File: config.mk
export PLATFORM = sky130hd
export DESIGN_NAME = uart_rx_flat
export DESIGN_NICKNAME = d
export VERILOG_FILES = /design/src/rtl/uart_rx_if.sv /design/src/rtl/uart_rx.sv /design/src/flat_wrapper.sv
export SDC_FILE = /design/constraint.sdc
export NUM_CORES = 1
export LEC_CHECK = 0
export CORE_UTILIZATION = 57
export CTS_CLUSTER_DIAMETER = 200
export DETAILED_ROUTE_END_ITERATION = 8
export DONT_BUFFER_PORTS = 1
export GPL_TIMING_DRIVEN = 0
export PLACE_DENSITY = 0.72
export SYNTH_ARGS = -nofsm -noshare
export SYNTH_HDL_FRONTEND = slang
export SYNTH_SLANG_ARGS = --single-unit
File: constraint.sdc
create_clock -name clk -period 2.4 [get_ports clk]
set_input_delay 0.36 -clock clk [delete_from_list [all_inputs] [get_ports clk]]
set_output_delay 0.36 -clock clk [all_outputs]
set_load 0.03 [all_outputs]
File: src/rtl/uart_rx_if.sv
`default_nettype none
// ============================================================================
// Module   : uart_rx_if
// Purpose  : Serial input and byte-output bundle for uart_rx.
// Optional : parity_err exists only when UART_RX_PARITY_EN is defined.
// Revision : 1.0 - initial release
// ============================================================================
interface uart_rx_if #(
  parameter int DBIT = 8
);
  logic            s_tick;
  logic            rx;
  logic [DBIT-1:0] dout;
  logic            rx_done_tick;
  logic            frame_err;
  logic            busy;
`ifdef UART_RX_PARITY_EN
  logic            parity_err;
`endif

  modport slave (
    input  s_tick, rx,
    output dout, rx_done_tick, frame_err, busy
`ifdef UART_RX_PARITY_EN
    , parity_err
`endif
  );

  modport master (
    output s_tick, rx,
    input  dout, rx_done_tick, frame_err, busy
`ifdef UART_RX_PARITY_EN
    , parity_err
`endif
  );
endinterface
`default_nettype wire

File: src/rtl/uart_rx.sv
`default_nettype none
// ============================================================================
// Module   : uart_rx
// Purpose  : 16x-oversampling UART receiver, LSB first, one done pulse per frame.
// Optional : UART_RX_PARITY_EN adds a parity bit, parameter ODD and parity_err.
// Revision : 1.0 - initial release
// ============================================================================
module uart_rx #(
  parameter int DBIT    = 8,
  parameter int SB_TICK = 16
`ifdef UART_RX_PARITY_EN
  , parameter bit ODD   = 1'b0
`endif
) (
  input  wire logic  clk,
  input  wire logic  rst_n,
  uart_rx_if.slave   bus
);

  localparam int             c_NW      = (DBIT > 1) ? $clog2(DBIT) : 1;
  localparam logic [c_NW-1:0] c_N_LAST = c_NW'(DBIT - 1);
  localparam logic [c_NW-1:0] c_N_ONE  = c_NW'(1);
  localparam logic [4:0]     c_SB_LAST = 5'(SB_TICK - 1);

  typedef enum logic [2:0] {
    S_IDLE   = 3'd0,
    S_START  = 3'd1,
    S_DATA   = 3'd2,
    S_STOP   = 3'd3
`ifdef UART_RX_PARITY_EN
    , S_PARITY = 3'd4
`endif
  } state_t;

`ifdef UART_RX_PARITY_EN
  localparam state_t c_AFTER_DATA = S_PARITY;
`else
  localparam state_t c_AFTER_DATA = S_STOP;
`endif

  state_t          r_state;
  logic [4:0]      r_s;
  logic [c_NW-1:0] r_n;
  logic [DBIT-1:0] r_sh;
  logic [DBIT-1:0] r_dout;
  logic            r_done;
  logic            r_frame_err;
  logic            r_sync1;
  logic            r_sync2;
  logic            w_rx_s;
`ifdef UART_RX_PARITY_EN
  logic            r_p;
  logic            r_parity_err;
`endif

  // rx is asynchronous to clk; flops preset high so reset looks like an idle line.
  always_ff @(posedge clk or negedge rst_n) begin
    if (!rst_n) begin
      r_sync1 <= 1'b1;
      r_sync2 <= 1'b1;
    end else begin
      r_sync1 <= bus.rx;
      r_sync2 <= r_sync1;
    end
  end

  assign w_rx_s = r_sync2;

  always_ff @(posedge clk or negedge rst_n) begin
    if (!rst_n) begin
      r_state     <= S_IDLE;
      r_s         <= '0;
      r_n         <= '0;
      r_sh        <= '0;
      r_dout      <= '0;
      r_done      <= 1'b0;
      r_frame_err <= 1'b0;
`ifdef UART_RX_PARITY_EN
      r_p          <= 1'b0;
      r_parity_err <= 1'b0;
`endif
    end else begin
      r_done <= 1'b0;
      case (r_state)
        S_IDLE: begin
          if (!w_rx_s) begin
            r_state <= S_START;
            r_s     <= '0;
          end
        end
        S_START: begin
          if (bus.s_tick) begin
            if (r_s == 5'd7) begin
              // Line must still be low at the start-bit midpoint, else it was a glitch.
              if (!w_rx_s) begin
                r_state <= S_DATA;
                r_s     <= '0;
                r_n     <= '0;
              end else begin
                r_state <= S_IDLE;
              end
            end else begin
              r_s <= r_s + 5'd1;
            end
          end
        end
        S_DATA: begin
          if (bus.s_tick) begin
            if (r_s == 5'd15) begin
              r_sh <= {w_rx_s, r_sh[DBIT-1:1]};
              r_s  <= '0;
              if (r_n == c_N_LAST) begin
                r_state <= c_AFTER_DATA;
              end else begin
                r_n <= r_n + c_N_ONE;
              end
            end else begin
              r_s <= r_s + 5'd1;
            end
          end
        end
`ifdef UART_RX_PARITY_EN
        S_PARITY: begin
          if (bus.s_tick) begin
            if (r_s == 5'd15) begin
              r_p     <= w_rx_s;
              r_s     <= '0;
              r_state <= S_STOP;
            end else begin
              r_s <= r_s + 5'd1;
            end
          end
        end
`endif
        S_STOP: begin
          if (bus.s_tick) begin
            if (r_s == c_SB_LAST) begin
              r_state     <= S_IDLE;
              r_dout      <= r_sh;
              r_frame_err <= ~w_rx_s;
              r_done      <= 1'b1;
`ifdef UART_RX_PARITY_EN
              r_parity_err <= (^r_sh) ^ r_p ^ ODD;
`endif
            end else begin
              r_s <= r_s + 5'd1;
            end
          end
        end
        default: r_state <= S_IDLE;
      endcase
    end
  end

  assign bus.dout         = r_dout;
  assign bus.rx_done_tick = r_done;
  assign bus.frame_err    = r_frame_err;
  assign bus.busy         = (r_state != S_IDLE);
`ifdef UART_RX_PARITY_EN
  assign bus.parity_err   = r_parity_err;
`endif

endmodule
`default_nettype wire

File: src/flat_wrapper.sv
// flat-port wrapper written by rule: the top's interface ports become plain ports
module uart_rx_flat 
#(
  parameter int DBIT    = 8,
  parameter int SB_TICK = 16

)
  (clk, rst_n, bus_s_tick, bus_rx, bus_dout, bus_rx_done_tick, bus_frame_err, bus_busy);
  uart_rx_if #(.DBIT(DBIT)) bus_i ();
  input  wire logic clk;
  input  wire logic rst_n;
  input wire logic [$bits(bus_i.s_tick)-1:0] bus_s_tick;
  input wire logic [$bits(bus_i.rx)-1:0] bus_rx;
  output wire logic [$bits(bus_i.dout)-1:0] bus_dout;
  output wire logic [$bits(bus_i.rx_done_tick)-1:0] bus_rx_done_tick;
  output wire logic [$bits(bus_i.frame_err)-1:0] bus_frame_err;
  output wire logic [$bits(bus_i.busy)-1:0] bus_busy;
  assign bus_i.s_tick = bus_s_tick;
  assign bus_i.rx = bus_rx;
  assign bus_dout = bus_i.dout;
  assign bus_rx_done_tick = bus_i.rx_done_tick;
  assign bus_frame_err = bus_i.frame_err;
  assign bus_busy = bus_i.busy;
  uart_rx #(.DBIT(DBIT), .SB_TICK(SB_TICK)) u_core (.clk(clk), .rst_n(rst_n), .bus(bus_i));
endmodule
==> metrics.md, run 1 <==
| Metric | Value |
|---|---|
| Worst VDD drop | `684 µV` |
| Htree depth | `2` |
| I/O Buffers | `0` |
| CTS tree | `yes` |
| Max Buffers Root-to-Sink | `2` |
| Clk_lat worst skew | `0.34 ns` |
| Clock slew at reported path FFs | `0.09 ns` |
| Layout cell share with drive strength beyond 1 | `25.2%` |
| Initial Util | `60.4%` |
| Post-synth top flop | `dfrtp_1` |
| Required @ worst endpoint | `2.62 ns` |
| GRT Util Overall | `20.8%` |
| Sum Neg Setup Slack | `0 ns` |
| RSZ-0062 raised after global routing | `no` |
| CTS Buf Count | `5` |
| Number of global-route vias before repair | `884` |
| Area leader, netlist | `dfrtp_1` |
| Maximum clock frequency | `450 MHz` |
| Post-DR wirelength/cell | `15.1 µm` |
| DRT antenna net count | `0` |
| P per Cell Area | `824 nW/µm²` |
| Leakage power | `0.860 nW` |
| Status | `completed` |
| FP Rows | `18` |
| Chip Width | `53.5 µm` |
| Gpl congestion | `0.710` |
| Initial drt markers | `7` |
| Max-cap violation count | `0` |
| Diode count | `0` |
| Worst path arrival time | `2.44 ns` |
| Syn Inst Count | `128` |
| Fin crit share | `92.5%` |
| Setup CP Type | `flip-flop to flip-flop` |
| Register area share after synthesis | `49.9%` |
| Min cycle time layout | `2.22 ns` |
| Detail Placement HPWL | `1700 µm` |
| Placed instance count | `158` |
| Overall power | `0.00138 W` |
| Post-synth top cells | `nand2_1, dfrtp_1, mux2_2` |
| Mapped Nets | `138` |
| Largest net degree at the start of global routing | `31` |
| Synth Warn # | `0` |
| Hold WS | `0.361 ns` |
| Layout Skew | `0.0140 ns` |
| Top-count cell post-synth | `nand2_1` |
| CP endpoint kind | `flip-flop` |
| Yosys top cell area share | `46.4%` |
| Net count, final | `148` |
| Routed via count | `925` |
| Detailed Routing Iterations Pass 1 | `4` |
| Clock sinks | `30` |
| Crit-path max FO | `10` |
| Async SR Flop Fraction | `100%` |
| Measured slew at the worst slew-check pin | `0.415 ns` |
| Area growth syn-to-layout | `10.8%` |
| Post-synth EDFFs | `0` |
| Io pins | `15` |
| FF+latch count, synth | `30` |
| Gr ovfl total | `0` |
| # fillers | `188` |
| Layout Cells excl Fill | `169` |
| DRC | `0` |
| Die Footprint | `2860 µm²` |
| Syn Area/Cell | `11.8 µm²` |
| Count of pins over their slew limit | `0` |
| HP Class | `flip-flop to flip-flop` |
| CTS root buf | `clkbuf_4` |
| Crit path launch type | `flip-flop` |
| DRT Wirelength | `2550 µm` |
| # setup viols final | `0` |
| Core area | `2500 µm²` |
| Post-cts sizing count | `0` |
| Vias per cell | `5.47` |
| Initial antenna violation count | `0` |
| Die height | `53.5 µm` |
| First-pass GRT wire length | `3960 µm` |
| Final hold viol count | `0` |
| Synthesized area | `1510 µm²` |
| Relative slew slack | `72.3%` |
| Distinct cell type count after synthesis | `39` |
| Top cells by area, synth | `dfrtp_1, nand2_1, mux2_2` |
through the flow:
stage	area [µm²]	setup WS (ns)	util, %
6_report	1670	0.180	66.9
2_1_floorplan	1510	0.447	-
5_1_grt	1670	0.0333	66.9
3_5_place_dp	1550	0.209	61.9
3_3_place_gp	1550	0.239	61.9
4_1_cts	1660	0.184	66.5
metal layers:
layer  share of wire [%]  GRT usage (%)  vias up
met3                 2.9           6.90        7
met4                 2.2           13.2        0
met1                  49           26.1      434
met2                  46           30.2       16
li1                    -              -      468
met5                   0              0        -
state kept, by name, indices dropped and copies added, names as in the netlist:
register	flops
u_core.r_n	3
u_core.bus.frame_err	1
u_core.r_sync1	1
u_core.r_sync2	1
u_core.bus.rx_done_tick	1
u_core.r_state	2
u_core.r_s	5
u_core.bus.dout	8
u_core.r_sh	8
where the power goes:
| group | total [W] | switching [W] | internal [W] |
|---|---|---|---|
| clock network | 0.000423 | 0.000174 | 0.000249 |
| registers | 0.000626 | 0.0000671 | 0.000559 |
| logic | 0.000330 | 0.000161 | 0.000169 |
worst max-delay path, cell delays in order (launching register included):
cell      delay (ns)
dfrtp_1         0.40
ha_1            0.26
and3_2          0.24
ha_1            0.35
nand4b_4        0.26
nor2_2          0.23
a41oi_4         0.06
mux2_4          0.32
worst paths after layout:
check | start | endpoint | slack [ns] | depth (start not counted)
setup / recovery | u_core.r_s[0] | u_core.r_n[0] | 0.18 | 7
hold / removal | u_core.r_sync1 | u_core.r_sync2 | 0.36 | 0
setup reg to reg | u_core.r_s[0] | u_core.r_n[0] | 0.18 | 7
hold reg to reg | u_core.r_sync1 | u_core.r_sync2 | 0.36 | 0
max in group asynchronous | rst_n | u_core.r_sync1 | 1.70 | 2
min in group asynchronous | rst_n | u_core.bus.frame_err | 0.44 | 2
layout make-up:
class	instances	area, µm²	area share, %
Sequential cell	30	753	45.0
Multi-Input combinational cell	85	668	39.9
Buffer	5	58.8	3.52
Clock buffer	7	55.1	3.29
Timing Repair Buffer	3	40.0	2.39
Tap cell	30	37.5	2.24
Clock inverter	1	30.0	1.80
Inverter	8	30.0	1.80
placed cells by master, fill, tap and decap left out, types with 2 or more instances in the layout:
cell type and n:
a211o_1 2, a21o_2 3, and4b_1 2, clkbuf_1 2, clkbuf_4 5, clkbuf_8 5, dfrtp_1 28, dfstp_2 2
dlygate4sd3_1 2, ha_1 6, inv_1 7, mux2_2 8, nand2_1 29, nand3_1 4, nor2_1 2, nor3_1 2
nor3b_1 2, o21ai_0 3
timing repair:
item                                    CTS  global route
hold buffers                              2             1
endpoints found under the setup margin    0             0
buffers inserted                          0             0
endpoints found under the hold margin    30             1
cells by family after synthesis:
group	share of synthesized area (%)
AO/OA/AOI/OAI	12.0
adder cells (fa/ha/maj)	4.97
buffers and inverters	5.88
flip-flops	49.9
multiplexers	9.11
AND/OR/NAND/NOR	18.1
(Power assumes the default switching activity.)
==> run 2: changes to the inputs <==
Settings changed: ABC_AREA from default to 1, MAX_ROUTING_LAYER from default to met4.
==> metrics.md, run 2 <==
| Metric | Value |
|---|---|
| Yosys top cell area share | `47.7%` |
| CTS tree | `yes` |
| Routed via count | `1141` |
| Post-synth top flop | `dfrtp_1` |
| Worst VDD drop | `777 µV` |
| Async SR Flop Fraction | `100%` |
| Post-DR wirelength/cell | `13.1 µm` |
| Top-count cell post-synth | `nand2_1` |
| Layout Skew | `0.00741 ns` |
| Highest metal used | `met4` |
| Net count, final | `189` |
| Largest family of logic cells by synthesized area | `simple AND/OR/NAND/NOR gates` |
| Core area | `2450 µm²` |
| Leakage power | `0.862 nW` |
| # setup viols final | `0` |
| Gpl congestion | `0.810` |
| Diode count | `0` |
| Met3 WL post-DR | `135 µm` |
| Switching share of power | `35.1%` |
| CTS Buf Count | `5` |
| FP Rows | `18` |
| Worst path arrival time | `2.29 ns` |
| Largest net degree at the start of global routing | `31` |
| Worst R2R Setup Slack | `0.33 ns` |
| Clock sinks | `30` |
| Pint | `0.000867 W` |
| Post-synth EDFFs | `0` |
| Sum Neg Setup Slack | `0 ns` |
| Sw power | `0.000470 W` |
| Fin crit share | `86.3%` |
| Vias per cell | `5.43` |
| Setup bufs post-CTS | `0` |
| Crit path launch type | `flip-flop` |
| Synth Area in XOR/XNOR | `0%` |
| Clk_lat worst skew | `0.33 ns` |
| Most common cell after layout, fill and taps aside | `nand2_1` |
| Clock slew at reported path FFs | `0.10 ns` |
| DRT antenna net count | `0` |
| Compound-Gate Fraction of Synth Area | `6.81%` |
| Detailed Routing Iterations Pass 1 | `4` |
| Syn Area/Cell | `8.70 µm²` |
| Top cells by area, synth | `dfrtp_1, nand2_1, ha_1` |
| Post-synth top cells | `nand2_1, dfrtp_1, inv_1` |
| CP endpoint kind | `flip-flop` |
| Area leader, netlist | `dfrtp_1` |
| Initial drt markers | `33` |
| Gr ovfl total | `0` |
| Crit path largest cell delay | `0.42 ns` |
| Measured slew at the worst slew-check pin | `0.312 ns` |
| Required @ worst endpoint | `2.61 ns` |
| Relative slew slack | `79.2%` |
| Clk pwr share | `29.4%` |
| Combinational group share of total power | `25.4%` |
| Htree depth | `2` |
| Placement Cell Area | `1510 µm²` |
| HP Class | `primary input to flip-flop` |
| Critical-path cell list | `ha_1, nand2_1, nor2_1, ha_1, nand2_1, nor2_4, mux2_2` |
| Initial Util | `59.9%` |
| Delay-heaviest family, CP | `simple AND/OR/NAND/NOR gates` |
| Final hold viol count | `0` |
| I/O Buffers | `0` |
| Multiplexer share of the synthesized area | `3.06%` |
| Synth Warn # | `0` |
| CP max stage cell | `dfrtp_1` |
| WP buf/inv | `0` |
| Die height | `52.8 µm` |
| Cell area after layout | `1620 µm²` |
| Adder and majority gate portion of the synthesized area | `5.11%` |
| DRT Wirelength | `2750 µm` |
| P per Cell Area | `824 nW/µm²` |
| Initial antenna violation count | `0` |
| Most frequent cells in the layout | `nand2_1, dfrtp_1, inv_1` |
| Chip Width | `52.8 µm` |
| Wire length on met2 | `1340 µm` |
| Max-cap violation count | `0` |
| Register area share after synthesis | `51.2%` |
| Maximum clock frequency | `483 MHz` |
| Min cycle time layout | `2.07 ns` |
| Place WS | `0.356 ns` |
| Syn Inst Count | `169` |
| Overall power | `0.00134 W` |
| Status | `completed` |
| FF+latch count, synth | `30` |
| Count of pins over their slew limit | `0` |
| Detail Placement HPWL | `1980 µm` |
| Synthesized area | `1470 µm²` |
| Max Buffers Root-to-Sink | `2` |
| Layout cell share with drive strength beyond 1 | `12.8%` |
| Area growth syn-to-layout | `10.4%` |
| Distinct cell type count after synthesis | `21` |
| Final setup margin | `0.328 ns` |
| Mapped Nets | `179` |
| Io pins | `15` |
| Simple-gate portion of the synthesized area | `26.9%` |
| Final Util | `66.1%` |
| DRC | `0` |
| # fillers | `199` |
| Crit-path max FO | `6` |
| Number of global-route vias before repair | `1064` |
| Sequential power share | `45.2%` |
| First-pass GRT wire length | `4490 µm` |
| CTS root buf | `clkbuf_4` |
| RSZ-0062 raised after global routing | `no` |
| Setup CP Type | `flip-flop to flip-flop` |
| Met1 wire length | `1230 µm` |
| GRT Util Overall | `24.3%` |
| Die Footprint | `2790 µm²` |
-- run 2: cell count changes in the layout (fill, tap and decap cells not counted), moves of 4 or more --
cell | before | now
nand3b_1 | 0 | 4
o21ai_1 | 0 | 5
nor2_1 | 2 | 16
nand2_1 | 29 | 50
clkbuf_8 | 5 | 0
inv_1 | 7 | 19
a21oi_1 | 1 | 8
nand3_1 | 4 | 13
mux2_2 | 8 | 4
-- run 2: worst min-delay path: stages --
cell and delay [ns]:
nand3_4 0.10, nand2_1 0.05, o21ai_1 0.06
-- run 2: kinds of logic (layout without fill, tap and decap cells) --
kind of cell             after synthesis  after routing
AND/OR/NAND/NOR                       88             88
flip-flops                            30             30
AO/OA/AOI/OAI                         18             18
multiplexers                           4              4
adder cells (fa/ha/maj)                6              6
buffers and inverters                 23             34
-- run 2: per-stage QoR --
stage | hold WS [ns] | cells
finish | 0.278 | 210
global route | 0.280 | 210
CTS | 0.00681 | 209
detailed placement | 0.0652 | 199
global placement | 0.0652 | 199
floorplan | 0.0644 | 169
-- run 2: layer usage --
metal / vias up / global-route usage, %
li1: 557 / -
met1: 545 / 28.1
met2: 32 / 38.2
met3: 7 / 8.70
met4: 0 / 10.1
met5: - / -
-- run 2: timing repair --
action / 4_1_cts / 5_1_grt
hold buffers: 2 / 1
resized for setup: 0 / 0
endpoints found under the hold margin: 30 / 1
-- run 2: final timing paths --
check                               startpoint  cells after the start            endpoint
max in group asynchronous                rst_n                      2      u_core.r_sync1
worst min register to register  u_core.r_sync1                      0      u_core.r_sync2
min in group asynchronous                rst_n                      2       u_core.r_n[2]
worst max-delay path             u_core.r_s[0]                      7  u_core.bus.dout[5]
worst max register to register   u_core.r_s[0]                      7  u_core.bus.dout[5]
worst min-delay path                bus_s_tick                      3      u_core.r_sh[1]
-- run 2: area by class of cell --
class	instances	area, µm²	area share (%)
buffer	2	22.5	1.39
clock buffer	7	45.0	2.78
clock inverter	1	30.0	1.85
inverter	21	78.8	4.86
multi-input combinational	116	616	37.9
tap	30	37.5	2.31
sequential	30	753	46.4
timing repair buffer	3	40.0	2.47
-- run 2: power groups by stage --
stage,Clock (W),Sequential (W),Combinational (W)
after floorplan,0,0.000598,0.000266
after global placement,0,0.000609,0.000307
after detailed placement,0,0.000613,0.000319
after CTS,0.000400,0.000603,0.000336
after global routing,0.000429,0.000610,0.000388
final,0.000393,0.000605,0.000339
